$ cat config.mk
export PLATFORM = sky130hd
export DESIGN_NAME = systolic_feeder_4x4
export DESIGN_NICKNAME = d
export VERILOG_FILES = /design/src/rtl/systolic_feeder_4x4.sv
export SDC_FILE = /design/constraint.sdc
export NUM_CORES = 1
export LEC_CHECK = 0
export CORE_MARGIN = 5
export CORE_UTILIZATION = 51
export CTS_CLUSTER_DIAMETER = 40
export DETAILED_ROUTE_END_ITERATION = 10
export PLACE_DENSITY = 0.89
export SYNTH_ARGS = -nofsm -noshare
export SYNTH_HDL_FRONTEND = slang
export SYNTH_SLANG_ARGS = --single-unit
$ cat constraint.sdc
create_clock -name clk -period 13.3 [get_ports clk]
set_input_delay 1.995 -clock clk [delete_from_list [all_inputs] [get_ports clk]]
set_output_delay 1.995 -clock clk [all_outputs]
set_load 0.05 [all_outputs]
$ cat src/rtl/systolic_feeder_4x4.sv
`default_nettype none
// ============================================================================
// Module      : systolic_feeder_4x4
// Description : Load-side scheduler for the 4x4 int8 systolic array. Buffers
//               one A/B operand pair, pulses the array reset, streams skewed
//               rows of A / columns of B, flushes, then pulses done.
// Revision    : 1.0  initial release
// ============================================================================
module systolic_feeder_4x4 #(
    parameter int N            = 4,
    parameter int DATA_W       = 8,
    parameter int FLUSH_CYCLES = 3
) (
    input  logic                     clk,
    input  logic                     rst,
    input  logic                     in_valid,
    output logic                     in_ready,
    input  logic [N*N*DATA_W-1:0]    a_in,
    input  logic [N*N*DATA_W-1:0]    b_in,
    output logic                     arr_rst,
    output logic [N*DATA_W-1:0]      x_o,
    output logic [N*DATA_W-1:0]      y_o,
    output logic                     busy,
    output logic                     done
);

    // One counter serves both the stream steps and the flush cycles.
    localparam int                 c_cnt_w       = (2*N-1+FLUSH_CYCLES > 1) ?
                                                   $clog2(2*N-1+FLUSH_CYCLES) : 1;
    localparam logic [c_cnt_w-1:0] c_step_last   = c_cnt_w'(2*N-2);
    localparam logic [c_cnt_w-1:0] c_flush_last  = c_cnt_w'(FLUSH_CYCLES-1);

    typedef enum logic [1:0] {
        S_IDLE   = 2'd0,
        S_CLEAR  = 2'd1,
        S_STREAM = 2'd2,
        S_FLUSH  = 2'd3
    } state_t;

    state_t                  r_state;
    state_t                  w_state_nxt;
    logic [c_cnt_w-1:0]      r_cnt;
    logic [c_cnt_w-1:0]      w_cnt_nxt;
    logic [N*N*DATA_W-1:0]   r_a_buf;
    logic [N*N*DATA_W-1:0]   r_b_buf;
    logic                    w_accept;
    logic                    w_drive;
    logic                    w_arr_rst_nxt;
    logic                    w_done_nxt;
    logic [N*DATA_W-1:0]     w_x_nxt;
    logic [N*DATA_W-1:0]     w_y_nxt;

    assign in_ready = (r_state == S_IDLE);
    assign busy     = !in_ready;
    assign w_accept = in_valid && in_ready;

    // Operand buffers: captured only on the accept edge, ignored otherwise.
    always_ff @(posedge clk or posedge rst) begin
        if (rst) begin
            r_a_buf <= '0;
            r_b_buf <= '0;
        end else if (w_accept) begin
            r_a_buf <= a_in;
            r_b_buf <= b_in;
        end
    end

    // Next-state logic; w_drive marks edges that load a stream step into x_o/y_o.
    always_comb begin
        w_state_nxt   = r_state;
        w_cnt_nxt     = r_cnt;
        w_arr_rst_nxt = 1'b0;
        w_done_nxt    = 1'b0;
        w_drive       = 1'b0;
        case (r_state)
            S_IDLE: begin
                if (w_accept) begin
                    w_state_nxt   = S_CLEAR;
                    w_cnt_nxt     = '0;
                    w_arr_rst_nxt = 1'b1;
                end
            end
            S_CLEAR: begin
                w_state_nxt = S_STREAM;
                w_cnt_nxt   = '0;
                w_drive     = 1'b1;
            end
            S_STREAM: begin
                if (r_cnt == c_step_last) begin
                    w_state_nxt = S_FLUSH;
                    w_cnt_nxt   = '0;
                end else begin
                    w_cnt_nxt = r_cnt + 1'b1;
                    w_drive   = 1'b1;
                end
            end
            S_FLUSH: begin
                if (r_cnt == c_flush_last) begin
                    w_state_nxt = S_IDLE;
                    w_cnt_nxt   = '0;
                    w_done_nxt  = 1'b1;
                end else begin
                    w_cnt_nxt = r_cnt + 1'b1;
                end
            end
            default: begin
                w_state_nxt = S_IDLE;
                w_cnt_nxt   = '0;
            end
        endcase
    end

    // Skew: at step t, row i carries A[i][k] and column i carries B[k][i] where k = t - i.
    always_comb begin
        w_x_nxt = '0;
        w_y_nxt = '0;
        if (w_drive) begin
            for (int i = 0; i < N; i++) begin
                for (int k = 0; k < N; k++) begin
                    if (w_cnt_nxt == c_cnt_w'(i + k)) begin
                        w_x_nxt[i*DATA_W +: DATA_W] = r_a_buf[(i*N+k)*DATA_W +: DATA_W];
                        w_y_nxt[i*DATA_W +: DATA_W] = r_b_buf[(k*N+i)*DATA_W +: DATA_W];
                    end
                end
            end
        end
    end

    // State and registered outputs; reset holds the array in reset until the first edge.
    always_ff @(posedge clk or posedge rst) begin
        if (rst) begin
            r_state <= S_IDLE;
            r_cnt   <= '0;
            arr_rst <= 1'b1;
            x_o     <= '0;
            y_o     <= '0;
            done    <= 1'b0;
        end else begin
            r_state <= w_state_nxt;
            r_cnt   <= w_cnt_nxt;
            arr_rst <= w_arr_rst_nxt;
            x_o     <= w_x_nxt;
            y_o     <= w_y_nxt;
            done    <= w_done_nxt;
        end
    end

endmodule
`default_nettype wire

==> results of run 1 <==
[layout by cell type, fill, tap and decap left out, types with 3 or more instances in the layout]
cell type,synthesis,final
bufinv_16,0,3
o2bb2ai_1,16,16
mux2_2,240,240
o211ai_2,12,11
nand2_1,25,25
clkinv_2,0,5
o21ai_0,55,55
o2111ai_1,15,15
dfrtp_1,327,327
clkinvlp_4,0,5
nor2_1,4,4
nand3_1,67,67
inv_6,0,8
a22oi_1,15,15
o211ai_1,38,38
ha_1,7,7
clkdlybuf4s50_1,0,326
inv_1,23,22
inv_8,0,3
clkbuf_8,0,9
clkbuf_1,60,5
diode_2,0,3
buf_4,6,8
mux2i_1,17,17
o31ai_1,32,32
nand4_1,18,18
clkbuf_16,0,45
a31oi_1,16,16
a41oi_1,16,16
a221oi_1,12,12
a221oi_2,4,4
[cell usage after synthesis, types with 3 or more instances]
cell type | instances | share of area (%)
a221oi_1 | 12 | 0.73
a221oi_2 | 4 | 0.42
a22oi_1 | 15 | 0.78
a31oi_1 | 16 | 0.70
a41oi_1 | 16 | 0.97
and2_1 | 3 | 0.13
buf_2 | 21 | 0.73
buf_4 | 6 | 0.31
buf_6 | 7 | 0.55
clkbuf_1 | 60 | 1.6
dfrtp_1 | 327 | 57
ha_1 | 7 | 0.61
inv_1 | 23 | 0.60
mux2_2 | 240 | 19
mux2i_1 | 17 | 1.2
nand2_1 | 25 | 0.65
nand3_1 | 67 | 2.3
nand4_1 | 18 | 0.78
nor2_1 | 4 | 0.10
o2111ai_1 | 15 | 0.91
o211ai_1 | 38 | 2.0
o211ai_2 | 12 | 1.0
o21ai_0 | 55 | 1.9
o2bb2ai_1 | 16 | 0.97
o31ai_1 | 32 | 1.7
[flip-flops by register name (all words and copies together) (netlist names)]
signal / count
arr_rst: 1
r_b_buf: 128
y_o: 32
x_o: 32
r_cnt: 4
r_state: 2
done: 1
r_a_buf: 128
[metrics by stage]
stage / area, sq um / hold WS [ps] / utilization (%) / std cells / power, uW
floorplan: 14400 / 452 / - / 1098 / 2820
global placement: 17800 / 461 / 64.0 / 1714 / 3210
detailed placement: 17800 / 469 / 64.0 / 1714 / 3290
CTS: 19300 / 483 / 69.5 / 1797 / 4520
global route: 19300 / 512 / 69.5 / 1800 / 4730
finish: 19300 / 489 / 69.5 / 1800 / 4510
[logic make-up (layout without fill, tap and decap cells)]
kind of cell	after synthesis	count (layout)	share of synthesized area [%]
xor+xnor	3	3	0.183
compound gates	252	252	13.5
mux	258	258	20.1
buf+inv	123	444	3.92
flops	328	328	57.1
fa+ha+maj	7	7	0.609
simple gates	127	127	4.61
other cells	0	3	0
[cell type report]
cell class,count,share of cell area (%)
clock inverter,24,1.31
timing repair buffer,335,17.3
tap,378,2.45
sequential,328,42.5
multi-input combinational,647,29.3
clock buffer,59,6.57
inverter,26,0.544
antenna,3,0.0389
[layer usage]
metal | share of wire (%) | vias to the layer above | track usage (%)
met2 | 50 | 529 | 42.7
met3 | 7.3 | 113 | 5.86
met4 | 3.4 | 2 | 9.96
li1 | - | 4696 | -
met1 | 39 | 5424 | 32.3
met5 | 0.032 | - | 0
[final timing paths]
path                         startpoint            to  slack (ps)
max reg2reg                    r_cnt[0]        x_o[3]        8970
max                            in_valid       x_o[31]        8370
min reg2reg                r_b_buf[104]        y_o[8]         490
max in group asynchronous           rst  r_a_buf[101]        9110
min                        r_b_buf[104]        y_o[8]         490
min in group asynchronous           rst   r_a_buf[37]        2040
[power breakdown]
part	internal [uW]	switching, uW	leakage (uW)	total [uW]
Combinational	716	899	0.00287	1610
Clock	740	459	0.000740	1200
Sequential	1440	261	0.00402	1700
[critical path: stages]
cell	delay (ps)
clkdlybuf4s50_1	470
a21boi_2	920
o2bb2ai_1	240
a21oi_2	790
or2_1	610
a41oi_1	240
==> results.cfg, run 1 <==
[detailed_routing]
drt_iter0_drc = 984
firstDrtPassIters = 5
avgViaCountPerCell = 5.98
drt_wl_total_mm = 41.0
final_antenna_net_count = 0
num_vias = 10800
drc_errors = 0
drt-wirelength-per-cell_um = 22.8

[final_layout]
syn_to_final_growth_pct = 34.3
seq_area_sq_um = 8210
layout-drive-gt1-share_pct = 25.6
layout.nets = 1649
fillers = 1893
multi_input_area_sq_um = 5660

[setup_path]
worstSetupEndpointType = flip-flop
reg2reg_depth = 7
crit_required_ps = 13640
cp-start-kind = primary input
crit_type = primary input to flip-flop
cp.arrival_ps = 5280
crit_fanout = 25

[sta]
max_freq_mhz = 203
final.min_clock_period_ps = 4930
tightest_slew_ps = 1440
setup_viol = 0
period_share_pct = 37.1
skew_ps = 24.4
drv_slew = 0
setup_ws_ps = 8370
rsz0062_at_grt = false
slew_headroom_pct = 3.82
hold_viol_final = 0
tns_ps = 0

[synthesis]
netlist_instances = 1098
yosysSeqAreaShare_pct = 57.1
syn_avg_cell_area_sq_um = 13.1
ys_warn_count = 0
ys_ff_latch = 328
ys.flop_type = dfrtp_1
async_reset_ff_share_pct = 100
synth_edf_count = 0
synth_nets = 1364
syn_area_sq_um = 14400
ys_types = 60

[clock_network]
path_clk_slew_ps = 60
cts_tree = built
clk_latency_ps = 530
clock-sinks = 328
postCtsSetupBuffers = 0
htree_levels = 2
cts_root_buf = clkbuf_16
hold_buffers = 0
cts_buffer_depth = 3
cts_resized = 0
numCtsBuffers = 45

[grt]
grt_pass1_wl_mm = 63.6
grt_pass1_vias = 11600
antenna_found_initial = 4
grt_usage_pct = 25.5
grt_max_degree = 215
gr-total-overflow = 0

[placed_design]
port_buffers = 326
place_ws_ps = 7870
gp_congestion = 0.832
dp_hpwl_mm = 26.5

[floorplan]
core_sq_um = 27800
rows = 61
ios = 327
initial_utilization_pct = 51.8
die_w_um = 178
fp.dieH_um = 178
die_area_sq_um = 31700

[power_and_ir_drop]
p_leak_uw = 0.00763
power_density_nw_per_um2 = 234
vdd_drop_max_uv = 172

[min_path]
hold_class = flip-flop to flip-flop
hold-path-cell-count = 1

[job]
maxCapViolations = 0

[run_status]
status = completed
No activity file was read; power rests on OpenSTA's default activity.
==> run 2: changes to the inputs <==
--- a/config.mk
+++ b/config.mk
@@ -6,10 +6,10 @@
 export NUM_CORES = 1
 export LEC_CHECK = 0
 export CORE_MARGIN = 5
-export CORE_UTILIZATION = 51
+export CORE_UTILIZATION = 46
 export CTS_CLUSTER_DIAMETER = 40
 export DETAILED_ROUTE_END_ITERATION = 10
-export PLACE_DENSITY = 0.89
+export PLACE_DENSITY = 0.85
 export SYNTH_ARGS = -nofsm -noshare
 export SYNTH_HDL_FRONTEND = slang
 export SYNTH_SLANG_ARGS = --single-unit
==> constraint.sdc (replaced) <==
create_clock -name clk -period 4.3 [get_ports clk]
set_input_delay 0.645 -clock clk [delete_from_list [all_inputs] [get_ports clk]]
set_output_delay 0.645 -clock clk [all_outputs]
set_load 0.05 [all_outputs]
==> run 2 against run 1 <==
Effect of this change: critical path depth rose by 2; global-route usage fell by 2.3 points; wire length rose by 0.89%; first-iteration DRC count fell by 40%; flip-flop and latch count did not move; worst hold slack got worse by 6.6 ps; count of clock-buffer cells in the layout rose by 2; core utilization fell by 6.2 points; sequential power rose to 3.1 times the previous value; via count fell by 0.73%; largest cell class unchanged.
==> results.cfg, run 2 (same netlist as run 1, synthesis figures left out) <==
[final_layout]
finalNonFillerCells = 1833
final_common_cell = dfrtp_1
layout.nets = 1663
syn_to_final_growth_pct = 35.4
layout-drive-gt1-share_pct = 26.1
fillers = 2239
multi_input_area_sq_um = 5660
final_cell_mix = dfrtp_1 (327), clkdlybuf4s50_1 (326), mux2_2 (240)
top_regs = r_a_buf: 128 flops, r_b_buf: 128 flops
seq_area_sq_um = 8210

[grt]
gr-total-overflow = 0
grt_usage_pct = 23.1
grt_pass1_vias = 11700
antenna_found_initial = 4
grt_max_degree = 159
grt_pass1_wl_mm = 65.5

[setup_path]
cp_num_buf_inv = 3
worstSetupEndpointType = flip-flop
cp.arrival_ps = 4090
reg2reg_depth = 8
slowest_delay_ps = 590
crit_required_ps = 4720
crit_type = flip-flop to flip-flop
critPathTopFamily = buffers and inverters
crit_fanout = 26
cp_slowest_cell = dfrtp_1
cp_num_cells = 8
crit_chain = inv_1 -> ha_1 -> clkinv_1 -> o211a_1 -> nor2_8 -> buf_4 -> nand4_1 -> a41oi_1
r2r_setup_slack_ps = 620
cp-start-kind = flip-flop

[clock_network]
postCtsSetupBuffers = 0
cts_root_buf = clkbuf_16
cts_resized = 0
clock-sinks = 328
htree_levels = 2
clk_latency_ps = 520
cts_buffer_depth = 3
cts_tree = built
hold_buffers = 0
path_clk_slew_ps = 60
numCtsBuffers = 46

[placed_design]
gp_congestion = 0.862
place_ws_ps = 714
dpl.cell_count = 1745
port_buffers = 326
dp_hpwl_mm = 27.8

[power_and_ir_drop]
power_density_nw_per_um2 = 719
p_seq_share_pct = 37.4
comb_power_share_pct = 35.9
finalPower_uw = 14000
vdd_drop_max_uv = 461
p_leak_uw = 0.00770
p_int_uw = 9050
p_switching_uw = 4950
power.clock.fraction_pct = 26.8
switching_share_pct = 35.4

[detailed_routing]
avgViaCountPerCell = 5.83
firstDrtPassIters = 7
final_antenna_net_count = 0
drc_errors = 0
drt_iter0_drc = 590
num_vias = 10700
drt_wl_total_mm = 41.4
drt-wirelength-per-cell_um = 22.6

[floorplan]
rows = 64
core_sq_um = 30700
fp.dieH_um = 187
initial_utilization_pct = 46.8
die_w_um = 187
die_area_sq_um = 34900
ios = 327

[sta]
tightest_slew_ps = 1160
drv_slew = 0
hold_viol_final = 0
period_share_pct = 85.5
rsz0062_at_grt = false
slew_headroom_pct = 22.9
setup_ws_ps = 622
final.min_clock_period_ps = 3680
setup_viol = 0
max_freq_mhz = 272
skew_ps = 11.1

[min_path]
hold_class = flip-flop to flip-flop
hold-path-cell-count = 1

[run_status]
status = completed

[job]
maxCapViolations = 0
==> run 2: metal layers <==
layer,track usage (%),share of wire (%)
met1,29.6,40
met2,38.6,50
met3,5.30,6.6
met4,9.10,3.4
met5,0,0
==> run 2: cell type report <==
class                      instances  share of cell area (%)
antenna                            4                  0.0514
clock buffer                      61                    6.61
clock inverter                    23                    1.30
inverter                          26                   0.520
multi-input combinational        647                    29.0
sequential                       328                    42.1
tap                              396                    2.54
timing repair buffer             348                    17.8
==> run 2: worst paths after layout <==
kind | start | end
min | r_b_buf[110] | y_o[14]
max reg2reg | r_cnt[0] | y_o[28]
max | r_cnt[0] | y_o[28]
min in group asynchronous | rst | r_b_buf[84]
max in group asynchronous | rst | r_b_buf[64]
min reg2reg | r_b_buf[110] | y_o[14]
==> run 2: power by group through the flow <==
stage	clock [uW]	sequential (uW)	combinational (uW)
CTS	3810	5220	5040
global placement	0	5180	4810
detailed placement	0	5240	4980
floorplan	0	5280	3450
finish	3750	5230	5020
global route	3930	5370	5420
==> run 2: stage by stage <==
stage	utilization [%]	cell area [sq um]	hold WS [ps]	TNS, ps
after floorplan	-	14400	452	-236380
after global placement	58.3	17900	459	0
after detailed placement	58.3	17900	468	0
after CTS	63.3	19500	484	0
after global routing	63.4	19500	506	0
final	63.4	19500	483	0
==> run 3: changes to the inputs <==
--- a/config.mk
+++ b/config.mk
@@ -5,7 +5,7 @@
 export SDC_FILE = /design/constraint.sdc
 export NUM_CORES = 1
 export LEC_CHECK = 0
-export CORE_MARGIN = 5
+export CORE_MARGIN = 2
 export CORE_UTILIZATION = 46
 export CTS_CLUSTER_DIAMETER = 40
 export DETAILED_ROUTE_END_ITERATION = 10
==> run 3 against run 2 <==
Effect of this change: global-route usage is 1.2 points higher; core utilization shrank 0.059 points; setup slack lost 89 ps; non-clock buffer count fell by 4; critical path depth unchanged; final area is 0.35% lower; clock power decreased by 4%; sequential power is essentially flat; first-iteration DRC count increased by 55%.
==> results.cfg, run 3 (same netlist as run 1, synthesis figures left out) <==
[setup_path]
r2r_setup_slack_ps = 530
r2r_start = r_cnt[0]
worstSetupEndpointType = flip-flop
cp.arrival_ps = 4180
cp_slowest_cell = and4_1
crit_fanout = 34
cp_num_buf_inv = 2
critPathTopFamily = simple AND/OR/NAND/NOR gates
r2r-end = x_o[10]
crit_type = flip-flop to flip-flop
reg2reg_depth = 8
slowest_delay_ps = 690
crit_chain = inv_1 -> ha_1 -> nand2b_1 -> o21ai_2 -> o31ai_4 -> buf_4 -> and4_1 -> o2bb2ai_1
crit_required_ps = 4720
cp-start-kind = flip-flop

[sta]
max_freq_mhz = 265
hold_viol_final = 0
period_share_pct = 87.6
rsz0062_at_grt = false
skew_ps = 15.1
tightest_slew_ps = 1130
setup_ws_ps = 532
drv_slew = 0
final.min_clock_period_ps = 3770
setup_viol = 0
slew_headroom_pct = 24.7
tns_ps = 0

[final_layout]
layout.nets = 1658
syn_to_final_growth_pct = 35.0
design_area_sq_um = 19400
layout-drive-gt1-share_pct = 25.8
top_regs = r_a_buf: 128 flops, r_b_buf: 128 flops
final_common_cell = dfrtp_1
fillers = 2242
final_cell_mix = dfrtp_1 (327), clkdlybuf4s50_1 (326), mux2_2 (240)
fin_util_pct = 63.3

[detailed_routing]
wl_met1_mm = 16.3
top_layer_used = met5
avgViaCountPerCell = 5.86
drt_wl_total_mm = 40.5
drc_errors = 0
firstDrtPassIters = 6
met3WireLength_mm = 2.97
num_vias = 10700
final_antenna_net_count = 0
drt-wirelength-per-cell_um = 22.1
wl_met2_mm = 19.5
drt_iter0_drc = 913

[min_path]
hold-path-cell-count = 1
hp-start = r_b_buf[105]
hold_end = y_o[9]
hold_class = flip-flop to flip-flop

[grt]
antenna_found_initial = 8
grt_max_degree = 144
grt_pass1_vias = 11400
grt_pass1_wl_mm = 63.0
grt_usage_pct = 24.3
gr-total-overflow = 0

[clock_network]
hold_buffers = 0
postCtsSetupBuffers = 0
htree_levels = 2
cts_root_buf = clkbuf_16
numCtsBuffers = 45
cts_resized = 0
clock-sinks = 328
clk_latency_ps = 520
cts_tree = built
path_clk_slew_ps = 50
cts_buffer_depth = 3

[floorplan]
rows = 64
initial_utilization_pct = 46.9
die_area_sq_um = 32700
die_w_um = 181
fp.dieH_um = 181
ios = 327
core_sq_um = 30700

[power_and_ir_drop]
vdd_drop_max_uv = 341
power_density_nw_per_um2 = 716
p_leak_uw = 0.00766

[placed_design]
place_ws_ps = 637
port_buffers = 326
placed_cell_area_sq_um = 17900
dp_hpwl_mm = 26.7
gp_congestion = 0.841

[run_status]
status = completed

[job]
maxCapViolations = 0
[run 3: worst max-delay path by stage]
stage	slack (ps)	end	cells after the start	start
3_5_place_dp	640	x_o[30]	8	r_cnt[0]
5_1_grt	300	y_o[26]	8	r_cnt[0]
2_1_floorplan	-720	done	1	rst
6_report	530	x_o[10]	8	r_cnt[0]
4_1_cts	570	x_o[10]	8	r_cnt[0]
3_3_place_gp	800	y_o[1]	8	r_cnt[0]
[run 3: power breakdown]
group | internal, uW | switching [uW]
Clock | 2210 | 1410
Combinational | 2240 | 2790
Sequential | 4450 | 801
[run 3: area by class of cell]
class                           count  area [sq um]  area share [%]
Antenna cell                        7          17.5          0.0902
Multi-Input combinational cell    647          5660            29.1
Inverter                           26           101           0.522
Sequential cell                   328          8210            42.3
Tap cell                          396           495            2.55
Clock inverter                     25           264            1.36
Timing Repair Buffer              344          3460            17.8
Clock buffer                       56          1210            6.22
[run 3: layer usage]
metal  up-vias  track usage, %
li1       4719               -
met3       112            5.04
met2       540            39.6
met5         -               0
met4         2            10.6
met1      5349            31.5
[run 3: through the flow]
step           total power (uW)  hold slack (ps)  instances
4_1_cts                   13900              487       1822
6_report                  13900              485       1829
3_3_place_gp               9980              459       1741
2_1_floorplan              8730              452       1098
3_5_place_dp              10200              476       1741
5_1_grt                   14600              496       1828
==> RTL change 1 (config.mk and constraints of run 2) <==
`FLUSH_CYCLES`: 3 -> 2.
--- a/src/rtl/systolic_feeder_4x4.sv
+++ b/src/rtl/systolic_feeder_4x4.sv
@@ -10,5 +10,5 @@
     parameter int N            = 4,
     parameter int DATA_W       = 8,
-    parameter int FLUSH_CYCLES = 3
+    parameter int FLUSH_CYCLES = 2
 ) (
     input  logic                     clk,
Check against the original RTL: same outputs for any inputs over 4 cycles, from zero or initial values and one cycle with rst high; that may be too few to reach the edited logic, so the function may still have changed.
==> RTL change 1 against run 2 <==
Total power decreased by 3.3%; cell area decreased by 3.4%; area after synthesis decreased by 5.8%; sequential cell count unchanged; core utilization increased by 1.9 points; wire length decreased by 10%; via count decreased by 11%; setup slack improved by 440 ps; critical path type unchanged; largest power group unchanged.
==> RTL change 1: results (changes against run 2) <==
- Fillers: 2101 (-6.2%)
- R2R Setup Slk: 1060 ps (+440 ps)
- H-tree depth: 2 (unchanged)
- Synth area leaders: dfrtp_1, mux2_2, nand2_1, a31oi_1, o21ai_0
- WL final: 37.2 mm (-10%)
- Post-Syn Area per Cell: 13.6 um2 (+3.9%)
- Initial antenna violation count: 5 (+1)
- Number of distinct library cells after synthesis: 54 (-10%)
- R2R Path Start: r_state[0]
- Static leakage: 7.91 nW (+2.7%)
- Worst-path fanout max: 35 (+35%)
- Gpl congestion: 0.798 (-7.3%)
- Clock slew at reported path FFs: 50 ps
- Area leader, netlist: dfrtp_1
- Hold Crit Start: r_b_buf[62]
- First-pass GRT wire length: 58.0 mm (-12%)
- Slew @ Worst Pin: 973 ps (-182 ps)
- Largest net degree at the start of global routing: 180 (+13%)
- Delay-heaviest family, CP: simple AND/OR/NAND/NOR gates
- R2r endpoint: y_o[22]
- FF-to-FF path depth: 8 (unchanged)
- Sequential element share of the synthesized area: 60.6% (+3.5 points)
- Sw frac: 31.8% (-3.6 points)
- Router iterations before antenna repair: 5 (-2)
- Vias in the first global route: 10.6k (-9.4%)
- Hpwl dp: 24.3 mm (-12%)
- Share of cells above drive strength 1: 27.6% (+1.5 points)
- Most frequent cells after synthesis: dfrtp_1, mux2_2, nand2_1
- Slew Limit Fails: 0 (unchanged)
- Largest stage delay, worst path: 730 ps (+140 ps)
- WHS Path Cells: 1 (unchanged)
- Syn nets: 1259 (-7.7%)
- Max_cap viols: 0 (unchanged)
- Non-Filler Instances: 1742 (-5.0%)
- VDD IR-drop max: 0.000361 V (-22%)
- Crit-path slowest cell: or3_1
- Via count: 9559 (-11%)
- Clock Tree Buf Depth: 3 (unchanged)
- Initial DRC Count: 629 (+6.6%)
- Cts bufs inserted: 47 (+2.2%)
- GRT Util Overall: 21.8% (-1.3 points)
- Setup Skew: 17.5 ps (+6.43 ps)
- Fin Hold WS: 498 ps (+15.1 ps)
- Worst Hold End: r_b_buf[62]
- CTS root buf: clkbuf_16
- Layout net count: 1581 (-4.9%)
- Status: finished, final reports clean
==> RTL change 1: worst reg2reg max path, stage by stage, from the launching register on <==
cell and delay (ps):
dfrtp_1 360, inv_1 90, ha_1 280, o21bai_1 350, o21a_2 220, buf_4 380, nand2_2 370, or3_1 730
o211a_1 350
==> RTL change 1: stage by stage <==
stage          cell area, um2  setup slack, ps
4_1_cts                 18800             1010
5_1_grt                 18800              860
2_1_floorplan           13500             -723
6_report                18800             1060
3_5_place_dp            17100              809
3_3_place_gp            17100              851
==> RTL change 1: cells by family after synthesis <==
| kind of cell | share of synthesized area, % |
|---|---|
| fa+ha+maj | 0.462 |
| compound gates | 9.10 |
| xor+xnor | 0.0647 |
| simple gates | 4.65 |
| buf+inv | 2.56 |
| mux | 22.6 |
| flops | 60.6 |
==> RTL change 1: area by class of cell <==
class / count / area (um2) / share of cell area (%)
diodes: 5 / 12.5 / 0.0665
clock buffers: 55 / 1280 / 6.79
clock inverters: 30 / 389 / 2.07
inverters: 8 / 33.8 / 0.179
multi-input cells: 592 / 4990 / 26.5
flip-flops and latches: 328 / 8210 / 43.6
well taps: 384 / 480 / 2.55
repair buffers: 340 / 3430 / 18.2
==> RTL change 1: worst max path at each step <==
stage / startpoint / end / slack [ps] / depth (start not counted)
after detailed placement: in_valid / x_o[21] / 810 / 8
final: r_state[0] / y_o[22] / 1060 / 8
after floorplan: rst / done / -720 / 1
after global routing: r_state[0] / x_o[21] / 860 / 8
after CTS: r_state[0] / x_o[21] / 1010 / 8
after global placement: in_valid / x_o[18] / 850 / 8
==> RTL change 1: metal layers <==
metal / GRT usage, % / share of wire (%) / up-vias / wire length (um)
met4: 9.34 / 3.5 / 0 / 1290
met3: 4.00 / 5.3 / 75 / 1970
li1: - / - / 4256 / -
met1: 27.1 / 40 / 4891 / 14700
met5: 0 / 0 / - / 0
met2: 37.5 / 52 / 337 / 19300
==> RTL change 1: power by group through the flow <==
stage	Sequential [mW]	Clock (mW)	Combinational, mW
4_1_cts	5.19	4.08	4.36
3_3_place_gp	5.13	0	4.15
2_1_floorplan	5.30	0	2.91
3_5_place_dp	5.21	0	4.31
5_1_grt	5.35	4.21	4.67
6_report	5.21	4.02	4.31
==> RTL change 2 (config.mk and constraints of run 2) <==
Made on the original files. One comparison of `r_cnt` changes from == to >=.
--- a/src/rtl/systolic_feeder_4x4.sv
+++ b/src/rtl/systolic_feeder_4x4.sv
@@ -87,5 +87,5 @@
             end
             S_STREAM: begin
-                if (r_cnt == c_step_last) begin
+                if (r_cnt >= c_step_last) begin
                     w_state_nxt = S_FLUSH;
                     w_cnt_nxt   = '0;
Behaviour: no difference found for any inputs over 4 cycles, from zero or initial values and one cycle with rst high; that may be too few to reach the edited logic, so the function may still have changed.
==> RTL change 2 against run 2 <==
Final cell count down 0.27%; fmax up 6.9%; area after synthesis down 1.5%; first-iteration DRC count up 8.6%; core utilization up 0.29 points; sequential share of layout area up 0.14 points; sequential power up 1%; sequential cell count unchanged; wire length down 0.32%; cell area down 0.33%; setup slack better by 240 ps; critical path depth up 1; total power up 0.19%.
==> RTL change 2: results (changes against run 2) <==
- GRT Util Overall: 23.6% (+0.46 points)
- Vias in the first global route: 11.5k (-1.5%)
- Initial antenna violation count: 6 (+2)
- Compound-Gate Fraction of Synth Area: 13.4% (-0.11 points)
- Delay-heaviest family, CP: simple AND/OR/NAND/NOR gates
- VDD IR-drop max: 0.000383 V (-17%)
- Worst EP arrival: 3840 ps (-250 ps)
- Share of cells above drive strength 1: 27.2% (+1.1 points)
- Sequential element share of the synthesized area: 57.9% (+0.87 points)
- Largest stage delay, worst path: 770 ps (+180 ps)
- Drt wl/cell: 22.6 um (about the same)
- Syn nets: 1343 (-1.5%)
- Via/cell ratio: 5.75 (-1.4%)
- Hpwl dp: 27.9 mm (+0.34%)
- Static leakage: 7.90 nW (+2.5%)
- Xor and xnor area share after synthesis: 0.124% (-0.059 points)
- Setup Skew: 12.1 ps (+1.03 ps)
- Slew @ Worst Pin: 1170 ps (+16.0 ps)
- Layout net count: 1660 (-0.18%)
- Status: finished, final reports clean
- Most frequent cells after synthesis: dfrtp_1, mux2_2, nand2_1
- Gpl congestion: 0.857 (-0.57%)
- Fillers: 2226 (-0.58%)
- Cts bufs inserted: 43 (-6.5%)
- Router iterations before antenna repair: 5 (-2)
- Worst-path fanout max: 33 (+27%)
RTL change 2: logic make-up (layout without fill, tap and decap cells):
group                    after synthesis  in the layout
buffers and inverters                105            456
XOR/XNOR                               2              2
other                                  0              4
adder cells (fa/ha/maj)                7              7
AND/OR/NAND/NOR                      135            135
flip-flops                           328            328
AO/OA/AOI/OAI                        252            252
multiplexers                         248            248
RTL change 2: path summary, 6_finish.rpt:
path	start	end	slack, ps	depth (start not counted)
max	r_state[0]	x_o[11]	860	9
min in group asynchronous	rst	r_b_buf[37]	710	2
max reg2reg	r_state[0]	x_o[11]	860	9
max in group asynchronous	rst	r_b_buf[90]	2560	4
min reg2reg	r_b_buf[82]	r_b_buf[82]	500	1
min	r_b_buf[82]	r_b_buf[82]	500	1
RTL change 2: cell type report:
type	instances	share of cell area, %
Clock buffer	54	6.12
Multi-Input combinational cell	644	28.2
Inverter	19	0.451
Tap cell	396	2.55
Antenna cell	4	0.0515
Sequential cell	328	42.3
Timing Repair Buffer	358	18.6
Clock inverter	25	1.84
RTL change 2: through the flow:
step | setup slack (ps) | area, um2 | instances | TNS (ps) | power (mW)
floorplan | -723 | 14200 | 1077 | -236380 | 8.63
global placement | 1030 | 17900 | 1745 | 0 | 9.95
detailed placement | 932 | 17900 | 1745 | 0 | 10.2
CTS | 915 | 19400 | 1824 | 0 | 14.1
global route | 652 | 19400 | 1827 | 0 | 14.7
finish | 860 | 19400 | 1828 | 0 | 14.0
RTL change 2: metal layers:
metal  routed length (um)  part of all wire, %  vias to the layer above  global-route usage, %
li1                     -                    -                     4626                      -
met1                16300                   40                     5287                   29.9
met2                19900                   48                      483                   38.8
met3                 3220                  7.8                      109                   5.80
met4                 1800                  4.4                        6                   10.3
met5                   32                0.078                        -                      0
RTL change 2: power breakdown:
group / internal, mW / switching [mW]
Combinational: 2.32 / 2.65
Clock: 2.40 / 1.38
Sequential: 4.46 / 0.819
Total: 9.18 / 4.85
RTL change 2: worst register-to-register path, cell delays in order (launching register included):
cell	delay, ps
dfrtp_1	370
inv_1	90
ha_1	250
or3b_1	400
o22ai_2	150
buf_4	290
a22o_1	260
and3_2	770
nand2_1	400
o211a_1	330
